### src/rtl/music_seq_player_if.sv
// Bundle between the song player, its song ROM and the controlling logic.
// Optional feature macro: MUSIC_OCTAVE_SHIFT_EN adds the octave_shift input.
//
// Signalling: start and stop are single-cycle request pulses sampled on every
// rising clk edge; there is no ready. start is accepted only while the player
// is idle, stop is accepted in any state and wins over a simultaneous start.
// done is a one-cycle completion pulse on a natural song end. rom_data must
// hold the word addressed by rom_addr by the next rising edge (the player
// captures it at the end of its single fetch cycle). state_dbg mirrors the
// player FSM state (0 idle, 1 fetch, 2 play).
interface music_seq_player_if #(
  parameter int ADDR_W = 8
) ();
  logic              start;
  logic              stop;
  logic              loop_en;
  logic [ADDR_W-1:0] rom_addr;
  logic [5:0]        rom_data;
  logic              speaker;
  logic              busy;
  logic              done;
  logic [1:0]        state_dbg;
`ifdef MUSIC_OCTAVE_SHIFT_EN
  logic [1:0]        octave_shift;

  modport master (
    output start, stop, loop_en, rom_data, octave_shift,
    input  rom_addr, speaker, busy, done, state_dbg
  );
  modport slave (
    input  start, stop, loop_en, rom_data, octave_shift,
    output rom_addr, speaker, busy, done, state_dbg
  );
`else
  modport master (
    output start, stop, loop_en, rom_data,
    input  rom_addr, speaker, busy, done, state_dbg
  );
  modport slave (
    input  start, stop, loop_en, rom_data,
    output rom_addr, speaker, busy, done, state_dbg
  );
`endif
endinterface

### src/rtl/music_seq_player.sv
// Song ROM sequencer: fetches one note code per slot, plays it as a square
// wave after a short silent articulation gap, detects the END marker or the
// last address, optionally loops, and pulses done on a natural end.
// Optional feature macro: MUSIC_OCTAVE_SHIFT_EN (per-note octave transpose).
module music_seq_player #(
  parameter int ADDR_W   = 8,
  parameter int SONG_LEN = 256,
  parameter int TICK_DIV = 4194304,
  parameter int GAP_DIV  = 16
) (
  input logic              clk,
  input logic              rst_n,
  music_seq_player_if.slave bus
);

  localparam int SLOT_W  = (TICK_DIV > 1) ? $clog2(TICK_DIV) : 1;
  localparam int GAP_LEN = TICK_DIV / GAP_DIV;
  localparam logic [SLOT_W-1:0] SLOT_LAST = SLOT_W'(TICK_DIV - 1);
  localparam logic [SLOT_W-1:0] GAP_END   = SLOT_W'(GAP_LEN);
  localparam logic [ADDR_W-1:0] ADDR_LAST = ADDR_W'(SONG_LEN - 1);
  localparam logic [5:0] CODE_REST = 6'd0;
  localparam logic [5:0] CODE_END  = 6'd63;

  typedef enum logic [1:0] {
    S_IDLE  = 2'd0,
    S_FETCH = 2'd1,
    S_PLAY  = 2'd2
  } state_t;

  state_t            state_q;
  state_t            state_d;
  logic [ADDR_W-1:0] addr_q;
  logic [SLOT_W-1:0] slot_q;
  logic [17:0]       hp_q;
  logic [17:0]       hp_len_q;
  logic [17:0]       hp_fetch;
  logic              rest_q;
  logic              spk_q;
  logic              done_q;
  logic              done_d;
  logic              end_evt;
  logic [1:0]        shift;

`ifdef MUSIC_OCTAVE_SHIFT_EN
  assign shift = bus.octave_shift;
`else
  assign shift = 2'd0;
`endif

  // Half-period in clocks for a tone code: (BASE[idx]+1) * (256 >> octave),
  // with the octave raised by the transpose and saturated at 7.
  function automatic logic [17:0] half_period(input logic [5:0] code,
                                              input logic [1:0] sh);
    logic [2:0] oct;
    logic [3:0] idx;
    logic [3:0] sum;
    logic [2:0] eff;
    logic [8:0] base;
    oct = 3'(code / 6'd12);
    idx = 4'(code % 6'd12);
    sum = {1'b0, oct} + {2'b00, sh};
    eff = (sum > 4'd7) ? 3'd7 : sum[2:0];
    case (idx)
      4'd0:    base = 9'd511;
      4'd1:    base = 9'd482;
      4'd2:    base = 9'd455;
      4'd3:    base = 9'd430;
      4'd4:    base = 9'd405;
      4'd5:    base = 9'd383;
      4'd6:    base = 9'd361;
      4'd7:    base = 9'd341;
      4'd8:    base = 9'd322;
      4'd9:    base = 9'd303;
      4'd10:   base = 9'd286;
      4'd11:   base = 9'd270;
      default: base = 9'd511;
    endcase
    return (18'(base) + 18'd1) * (18'd256 >> eff);
  endfunction

  assign hp_fetch = half_period(bus.rom_data, shift);

  // FSM state register.
  always_ff @(posedge clk or negedge rst_n) begin
    if (!rst_n) state_q <= S_IDLE;
    else        state_q <= state_d;
  end

  // Next state, end-of-song detection and the done request; stop overrides.
  always_comb begin
    state_d = state_q;
    end_evt = 1'b0;
    done_d  = 1'b0;
    case (state_q)
      S_IDLE: begin
        if (bus.start && !bus.stop) state_d = S_FETCH;
      end
      S_FETCH: begin
        if (bus.stop)                       state_d = S_IDLE;
        else if (bus.rom_data == CODE_END)  end_evt = 1'b1;
        else                                state_d = S_PLAY;
      end
      S_PLAY: begin
        if (bus.stop) begin
          state_d = S_IDLE;
        end else if (slot_q == SLOT_LAST) begin
          if (addr_q == ADDR_LAST) end_evt = 1'b1;
          else                     state_d = S_FETCH;
        end
      end
      default: state_d = S_IDLE;
    endcase
    if (end_evt) begin
      state_d = bus.loop_en ? S_FETCH : S_IDLE;
      done_d  = !bus.loop_en;
    end
  end

  // Address, note latch, slot/half-period counters and speaker.
  always_ff @(posedge clk or negedge rst_n) begin
    if (!rst_n) begin
      addr_q   <= '0;
      slot_q   <= '0;
      hp_q     <= '0;
      hp_len_q <= '0;
      rest_q   <= 1'b0;
      spk_q    <= 1'b0;
      done_q   <= 1'b0;
    end else begin
      done_q <= done_d;

      // Idle always parks at address 0; a loop restart also returns there.
      if (state_d == S_IDLE || end_evt)
        addr_q <= '0;
      else if (state_q == S_PLAY && state_d == S_FETCH)
        addr_q <= addr_q + ADDR_W'(1);

      // The fetched word is stable at the end of the fetch cycle.
      if (state_q == S_FETCH) begin
        hp_len_q <= hp_fetch;
        hp_q     <= hp_fetch - 18'd1;
        rest_q   <= (bus.rom_data == CODE_REST);
        slot_q   <= '0;
      end

      if (state_q == S_PLAY && state_d == S_PLAY) begin
        slot_q <= slot_q + SLOT_W'(1);
        // Silent gap (and rests) hold the half-period counter at reload so
        // the first toggle lands exactly one half-period after the gap.
        if (rest_q || slot_q < GAP_END) begin
          spk_q <= 1'b0;
          hp_q  <= hp_len_q - 18'd1;
        end else if (hp_q == 18'd0) begin
          spk_q <= ~spk_q;
          hp_q  <= hp_len_q - 18'd1;
        end else begin
          hp_q  <= hp_q - 18'd1;
        end
      end else begin
        spk_q <= 1'b0;
      end
    end
  end

  assign bus.rom_addr  = addr_q;
  assign bus.speaker   = spk_q;
  assign bus.busy      = (state_q != S_IDLE);
  assign bus.done      = done_q;
  assign bus.state_dbg = state_q;

endmodule
### src/flat_wrapper.sv
// flat-port wrapper written by rule: the top's interface ports become plain ports
module music_seq_player_flat 
#(
  parameter int ADDR_W   = 8,
  parameter int SONG_LEN = 256,
  parameter int TICK_DIV = 4194304,
  parameter int GAP_DIV  = 16
)
  (clk, rst_n, bus_start, bus_stop, bus_loop_en, bus_rom_data, bus_rom_addr, bus_speaker, bus_busy, bus_done, bus_state_dbg);
  music_seq_player_if #(.ADDR_W(ADDR_W)) bus_i ();
  input logic clk;
  input logic rst_n;
  input wire logic [$bits(bus_i.start)-1:0] bus_start;
  input wire logic [$bits(bus_i.stop)-1:0] bus_stop;
  input wire logic [$bits(bus_i.loop_en)-1:0] bus_loop_en;
  input wire logic [$bits(bus_i.rom_data)-1:0] bus_rom_data;
  output wire logic [$bits(bus_i.rom_addr)-1:0] bus_rom_addr;
  output wire logic [$bits(bus_i.speaker)-1:0] bus_speaker;
  output wire logic [$bits(bus_i.busy)-1:0] bus_busy;
  output wire logic [$bits(bus_i.done)-1:0] bus_done;
  output wire logic [$bits(bus_i.state_dbg)-1:0] bus_state_dbg;
  assign bus_i.start = bus_start;
  assign bus_i.stop = bus_stop;
  assign bus_i.loop_en = bus_loop_en;
  assign bus_i.rom_data = bus_rom_data;
  assign bus_rom_addr = bus_i.rom_addr;
  assign bus_speaker = bus_i.speaker;
  assign bus_busy = bus_i.busy;
  assign bus_done = bus_i.done;
  assign bus_state_dbg = bus_i.state_dbg;
  music_seq_player #(.ADDR_W(ADDR_W), .SONG_LEN(SONG_LEN), .TICK_DIV(TICK_DIV), .GAP_DIV(GAP_DIV)) u_core (.clk(clk), .rst_n(rst_n), .bus(bus_i));
endmodule
### config.mk
export PLATFORM = sky130hd
export DESIGN_NAME = music_seq_player_flat
export DESIGN_NICKNAME = d
export VERILOG_FILES = /design/src/rtl/music_seq_player_if.sv /design/src/rtl/music_seq_player.sv /design/src/flat_wrapper.sv
export SDC_FILE = /design/constraint.sdc
export NUM_CORES = 1
export LEC_CHECK = 0
export ABC_AREA = 1
export ABC_CLOCK_PERIOD_IN_PS = 3200
export CAP_MARGIN = 15
export CELL_PAD_IN_SITES_DETAIL_PLACEMENT = 1
export CELL_PAD_IN_SITES_GLOBAL_PLACEMENT = 2
export CORE_UTILIZATION = 38
export DETAILED_ROUTE_END_ITERATION = 6
export PLACE_DENSITY = 0.8
export SETUP_SLACK_MARGIN = 0.05
export SKIP_LAST_GASP = 1
export SYNTH_ARGS = -nofsm -noshare
export SYNTH_HDL_FRONTEND = slang
export SYNTH_SLANG_ARGS = --single-unit
### constraint.sdc
create_clock -name clk -period 3.2 [get_ports clk]
set_clock_uncertainty 0.1 [all_clocks]
set_input_delay 0.96 -clock clk [delete_from_list [all_inputs] [get_ports clk]]
set_output_delay 0.96 -clock clk [all_outputs]
set_load 0.05 [all_outputs]
; ---- Yosys cells after proc, flatten, opt, wreduce, memory -nomap -nowiden
; Memory sizes are Yosys's and may differ from the RTL's.
; Cells that the tools add are included.
[totals]
reg_bits = 71
romBits = 128
output_inout_bits = 13
elab_cells = 72
n_memories = 1
[classes]
add_sub_neg = 6
multipliers = 1
div_mod_pow = 2
order_cmp = 2
n_eq_ne = 8
n_shift = 1
muxes = 28
n_bitwise = 1
n_reduce_logical = 14
[memory_table]
columns = name, words, word_bits, rd, rd_clocked_by_memory_dff, write_ports, line
row1 = (no name shown), 16, 8, 1, 0, 0, music_seq_player.sv:63  ; case (idx)
[op_table]
columns = cell, n
row1 = 18-bit 2-to-1 mux, 4
row2 = "18-bit by 1-bit subtractor with 18-bit output, second input constant", 3
row3 = 22-bit 2-to-1 mux, 2
row4 = "22-bit by 1-bit adder with 22-bit output, second input constant", 1
row5 = "22-bit == test, second input constant", 1
row6 = "22-bit by 19-bit less-than comparator with 1-bit output, second input constant", 1
row7 = 18-bit zero test, 1
row8 = 18-bit by 18-bit multiplier with 18-bit output, 1
row9 = "9-bit by 3-bit right shift with 18-bit output, first input constant", 1
row10 = 8-bit 2-to-1 mux, 2
row11 = 2-bit 2-to-1 mux, 7
row12 = "9-bit by 1-bit adder with 10-bit output, second input constant", 1
row13 = 1-bit 2-to-1 mux, 10
row14 = "8-bit by 1-bit adder with 8-bit output, second input constant", 1
row15 = "8-bit == test, second input constant", 1
row16 = "6-bit by 4-bit divider with 6-bit output, second input constant", 1
row17 = "6-bit == test, second input constant", 1
row18 = 6-bit zero test, 1
row19 = "6-bit by 4-bit modulo with 6-bit output, second input constant", 1
row20 = 2-bit case mux with 3 select lines, 1
row21 = 2-bit nonzero test, 3
row22 = "2-bit by 1-bit == test with 1-bit output, second input constant", 2
row23 = "2-bit == test, second input constant", 2
row24 = 2-bit zero test, 2
row25 = other kinds (8), 12

; ---- Logic depth before layout (Yosys ltp)
[depth]
ltp_word = 10
ltp_mapped = 42
depth_no_buf = 41

; ---- Worst setup path before layout
; OpenSTA, ideal clock, no wires.
[synth_timing]
path_kind = input to register
from = input port bus_rom_data[4]
to = register u_core.hp_q[14]
setup_ps = 116
arrival_time_ps = 6822
t_required_ps = 2984
setup_slack_ps = -3838
stages = 40
path_buffers = 1
path_cell_list = inv_1 > nand2_1 > nand2_1 > nand2_1 > nand2_1 > o21ai_0 > nand2_1 > buf_2 > inv_1 > nand3_1 > nand2_1 > inv_1 > ha_1 > nand3_1 > nor3_1 > inv_1 > nand2_1 > nor2_1 > (+4 left out) > inv_1 > fa_1 > ha_1 > ha_1 > inv_1 > o21bai_1 > nor2_1 > nand2_1 > a21oi_1 > xor2_1 > nand2_1 > nor2_1 > nand3_1 > xor2_1 > nand2_1 > nand2_1 > nand2_2 > nand2_1
[synth_via]
elab_chain_cells = 8
elab_cells_between_ends = 22
[synth_rtl]
columns = element, line
row1 = from (decl), flat_wrapper.sv:16  ; input wire logic [$bits(bus_i.rom_data)-1:0] bus_rom_data;
row2 = branches (longest 8 deep; another with 18-bit by 18-bit multiplier with 18-bit output), --
row3 = to (signal assigned), music_seq_player.sv:141  ; hp_q <= hp_fetch - 18'd1;
row4 = to (signal assigned), music_seq_player.sv:152  ; hp_q <= hp_len_q - 18'd1;
row5 = to (signal assigned), music_seq_player.sv:155  ; hp_q <= hp_len_q - 18'd1;
row6 = to (decl), music_seq_player.sv:34  ; logic [17:0] hp_q;
; Several ways; the timed one is not identified. The select of a mux whose other input is x is not followed.
; A chain may end at the register's enable or synchronous reset.

; ---- Worst setup path after layout
[layout_timing]
from = input port bus_rom_data[5]
to = register u_core.hp_q[17]
; Same word-level chain as after synthesis.

==> impl_results.md <==
* Core area at 19800 um^2
* Multi-input logic area at 6560 um^2
* Antenna violations before repair at 0
* Seq cells post-synth at 70
* Detailed Route Iter0 Violations at 254
* Most frequent cells after synthesis: 227 x nand2_1, 179 x inv_1, 130 x nor2_1
* Largest net degree at the start of global routing at 33
* PwrDens at ~900 nW/um^2
* Fillers at 2346
* First-pass DRT Iterations at 4
* Clock edge transition at the registers on the reported setup and hold paths at 0.06 ns
* I/O Buffers at 23
* Arr. time, crit path at 7.08 ns
* Ant diodes at 0
* Uppermost layer routed: met4
* GRT Total Usage at 0.245
* Rows at 51
* Finished Core Util at 0.593
* Hold Path Depth at 2
* Leading area contributor after synthesis: dfrtp_1
* Post-CTS Hold Buffers at 0
* Clk buf depth at 2
* Register area at 1750 um^2
* HP Start: u_core.hp_len_q[17]
* Register area share after synthesis at 0.225
* Final min period at 6.91 ns
* Global placement routability congestion at 0.830
* Critical Path Fanout Max at 5
* Hold WS at 0.418 ns
* RSZ-0062 raised after global routing: true
* Dpl ws at -4.73 ns
* Vias in the first global route at 8576
* WS Path Type: input port to flip-flop
* Remaining DRCs at 0
* CP peak stage delay at around 0.56 ns
* Pleak at 5.59 nW
* Maximum vdd drop at 0.540 mV
* Worst skew pair latency at between 0.3 and 0.4 ns
* Die area at 21000 um^2
* Met2 wire len at 14500 um
* Final WL at 26900 um
* Antenna Nets Post-Route at 0
* Final worst-path cycle share at 2.16
* Final Worst Setup Slack at -3.71 ns
* Top-count cell post-synth: nand2_1
* Crit Reg-Reg Startpoint: u_core.slot_q[1]
* CTS tree: yes
* Final setup fails at 28
* Initial Util at 0.393
* WHS Endpoint: u_core.hp_len_q[17]
* Slew margin rel. at 0.654
* Setup crit start: bus_rom_data[5]
* Layout cells sized above 1 at 0.379
* Cell Area, Synth at slightly below 8000 um^2
* Via density at 5.02
* Reg2reg end: u_core.hp_q[11]
* Io pins at 24
* Status: complete, but fails checks
* Max Cap Viol at 0
* Post-synthesis cell count at 1054
* Ranking of synthesized cells by area: dfrtp_1 23%, fa_1 12%, nand2_1 11%
* Async SR Flop Fraction at 1.00
* Via Count at 7895
* Post-synth top area share at 0.225
* Yosys warning total at 0
* Worst reg-to-reg path cell count at 18
* Final #Nets at 1424
* H-tree depth at 3
* Met3 wire len at around 450 um
* Slowest stage cell on the critical path: fa_2
* Critical Path RT at 3.37 ns
* Sink Count at 70
* Worst-Margin Slew at 0.517 ns
* Critical path startpoint category: input port
* Drt wl/cell at 17.1 um
* Synth cell types at 48
* Fmax at approximately 0.14 GHz
* Top_reg_cell synth: dfrtp_1
* CTS root buf: clkbuf_16
* Die Height at 145 um
* Area grow syn2layout at 51.0%
* First-pass GRT wire length at 41500 um
* Final Max Tran Viols at 0
* Die X at 145 um
* Hold Crit Class: flip-flop to flip-flop
* Most used cell along the critical path: nand2_4
* Violated checks: negative setup slack
* Mean post-synth cell area at 7.37 um^2
* Hold Violations, Final at 0
* Metal-1 WL at around 11000 um
* Clock buffer count from CTS at 9
* Number of flops mapped to enable cells by yosys at 0
* Grt total ovfl at 0
* Hpwl dp at around 18000 um
* Reg2reg setup slack at approximately 0.25 ns
* Crit end category: flip-flop
-- layer usage --
metal | GRT usage | vias to the layer above
met2 | 0.465 | 90
met4 | 0.0548 | 0
met1 | 0.291 | 3932
met3 | 0.0299 | 46
met5 | 0 | -
li1 | - | 3827
-- worst max path at each step --
| stage | slack (ns) | depth (start not counted) | endpoint |
|---|---|---|---|
| 6_report | -3.71 | 42 | u_core.hp_q[17] |
| 5_1_grt | -4.02 | 40 | u_core.hp_q[17] |
| 4_1_cts | -3.66 | 39 | u_core.hp_q[17] |
| 3_5_place_dp | -4.73 | 37 | u_core.hp_q[17] |
| 3_3_place_gp | -4.49 | 40 | u_core.hp_q[17] |
| 2_1_floorplan | -3.32 | 40 | u_core.hp_q[14] |
-- critical path: cells and delay by family --
kind                     cells  cell delay (ns)
AO/OA/AOI/OAI                3             0.44
buffers and inverters       10             0.90
XOR/XNOR                     1             0.14
adder cells (fa/ha/maj)      6             2.65
AND/OR/NAND/NOR             22             1.99
-- sequential cells by signal (all words and copies together) (netlist names) --
register	flops
u_core.bus.state_dbg	2
u_core.bus.speaker	1
u_core.hp_len_q	17
u_core.bus.done	1
u_core.slot_q	22
u_core.bus.rom_addr	8
u_core.hp_q	18
u_core.rest_q	1
-- stage by stage --
stage	instance area [um^2]	instances	power (mW)	setup TNS, ns
finish	11700	1572	10.6	-83.26
global route	11700	1572	11.4	-90.19
CTS	11000	1553	9.66	-82.26
detailed placement	9730	1496	7.14	-135.92
global placement	9730	1496	7.00	-128.87
floorplan	8120	1072	4.87	-73.03
-- cell families after synthesis --
family	Yosys count	synth area share
xor gates and xnor gates	58	0.0654
adders and majority gates	111	0.222
AOI/OAI and AO/OA	117	0.0951
and+or+nand+nor	498	0.285
DFF	70	0.225
other	2	0.000966
buffers and inverters	198	0.106
-- final cells by class --
cell class | count | area share
repair buffers | 235 | 0.178
multi-input cells | 804 | 0.559
well taps | 265 | 0.0282
inverters | 182 | 0.0616
clock buffers | 11 | 0.0215
clock inverters | 5 | 0.00288
flip-flops and latches | 70 | 0.149
-- report_power, final --
group | total [mW] | leakage (nW) | switching, mW | internal, mW
clock network | 0.968 | 0.138 | 0.403 | 0.565
registers | 1.36 | 0.917 | 0.242 | 1.12
logic | 8.30 | 4.53 | 4.22 | 4.08
total | 10.6 | 5.59 | 4.87 | 5.76
-- what timing repair did --
item / in CTS / in global routing
cloned: 2 / 0
endpoints found under the setup margin: 65 / 63
resized for setup: 184 / 146
pin swaps: 102 / 104
buffers inserted: 40 / 24
-- layout by cell type (no fill, tap or decap), types with 15 or more instances in the layout --
| cell | netlist | layout |
|---|---|---|
| o21ai_1 | 6 | 20 |
| buf_4 | 0 | 175 |
| nand4_1 | 18 | 18 |
| ha_1 | 66 | 40 |
| inv_1 | 179 | 140 |
| nor2_4 | 4 | 20 |
| xor2_1 | 44 | 37 |
| nand2_1 | 227 | 169 |
| dfrtp_1 | 70 | 70 |
| inv_2 | 1 | 33 |
| nor2_1 | 130 | 98 |
| o21ai_0 | 51 | 24 |
| ha_4 | 0 | 25 |
| nand3_1 | 71 | 48 |
| nor2_2 | 1 | 17 |
| clkdlybuf4s50_1 | 0 | 15 |
| nand2_4 | 3 | 20 |
| fa_1 | 45 | 42 |
| conb_1 | 2 | 20 |
| nand2_2 | 6 | 44 |
| buf_6 | 3 | 27 |
Power figures use the tool's default switching activity.
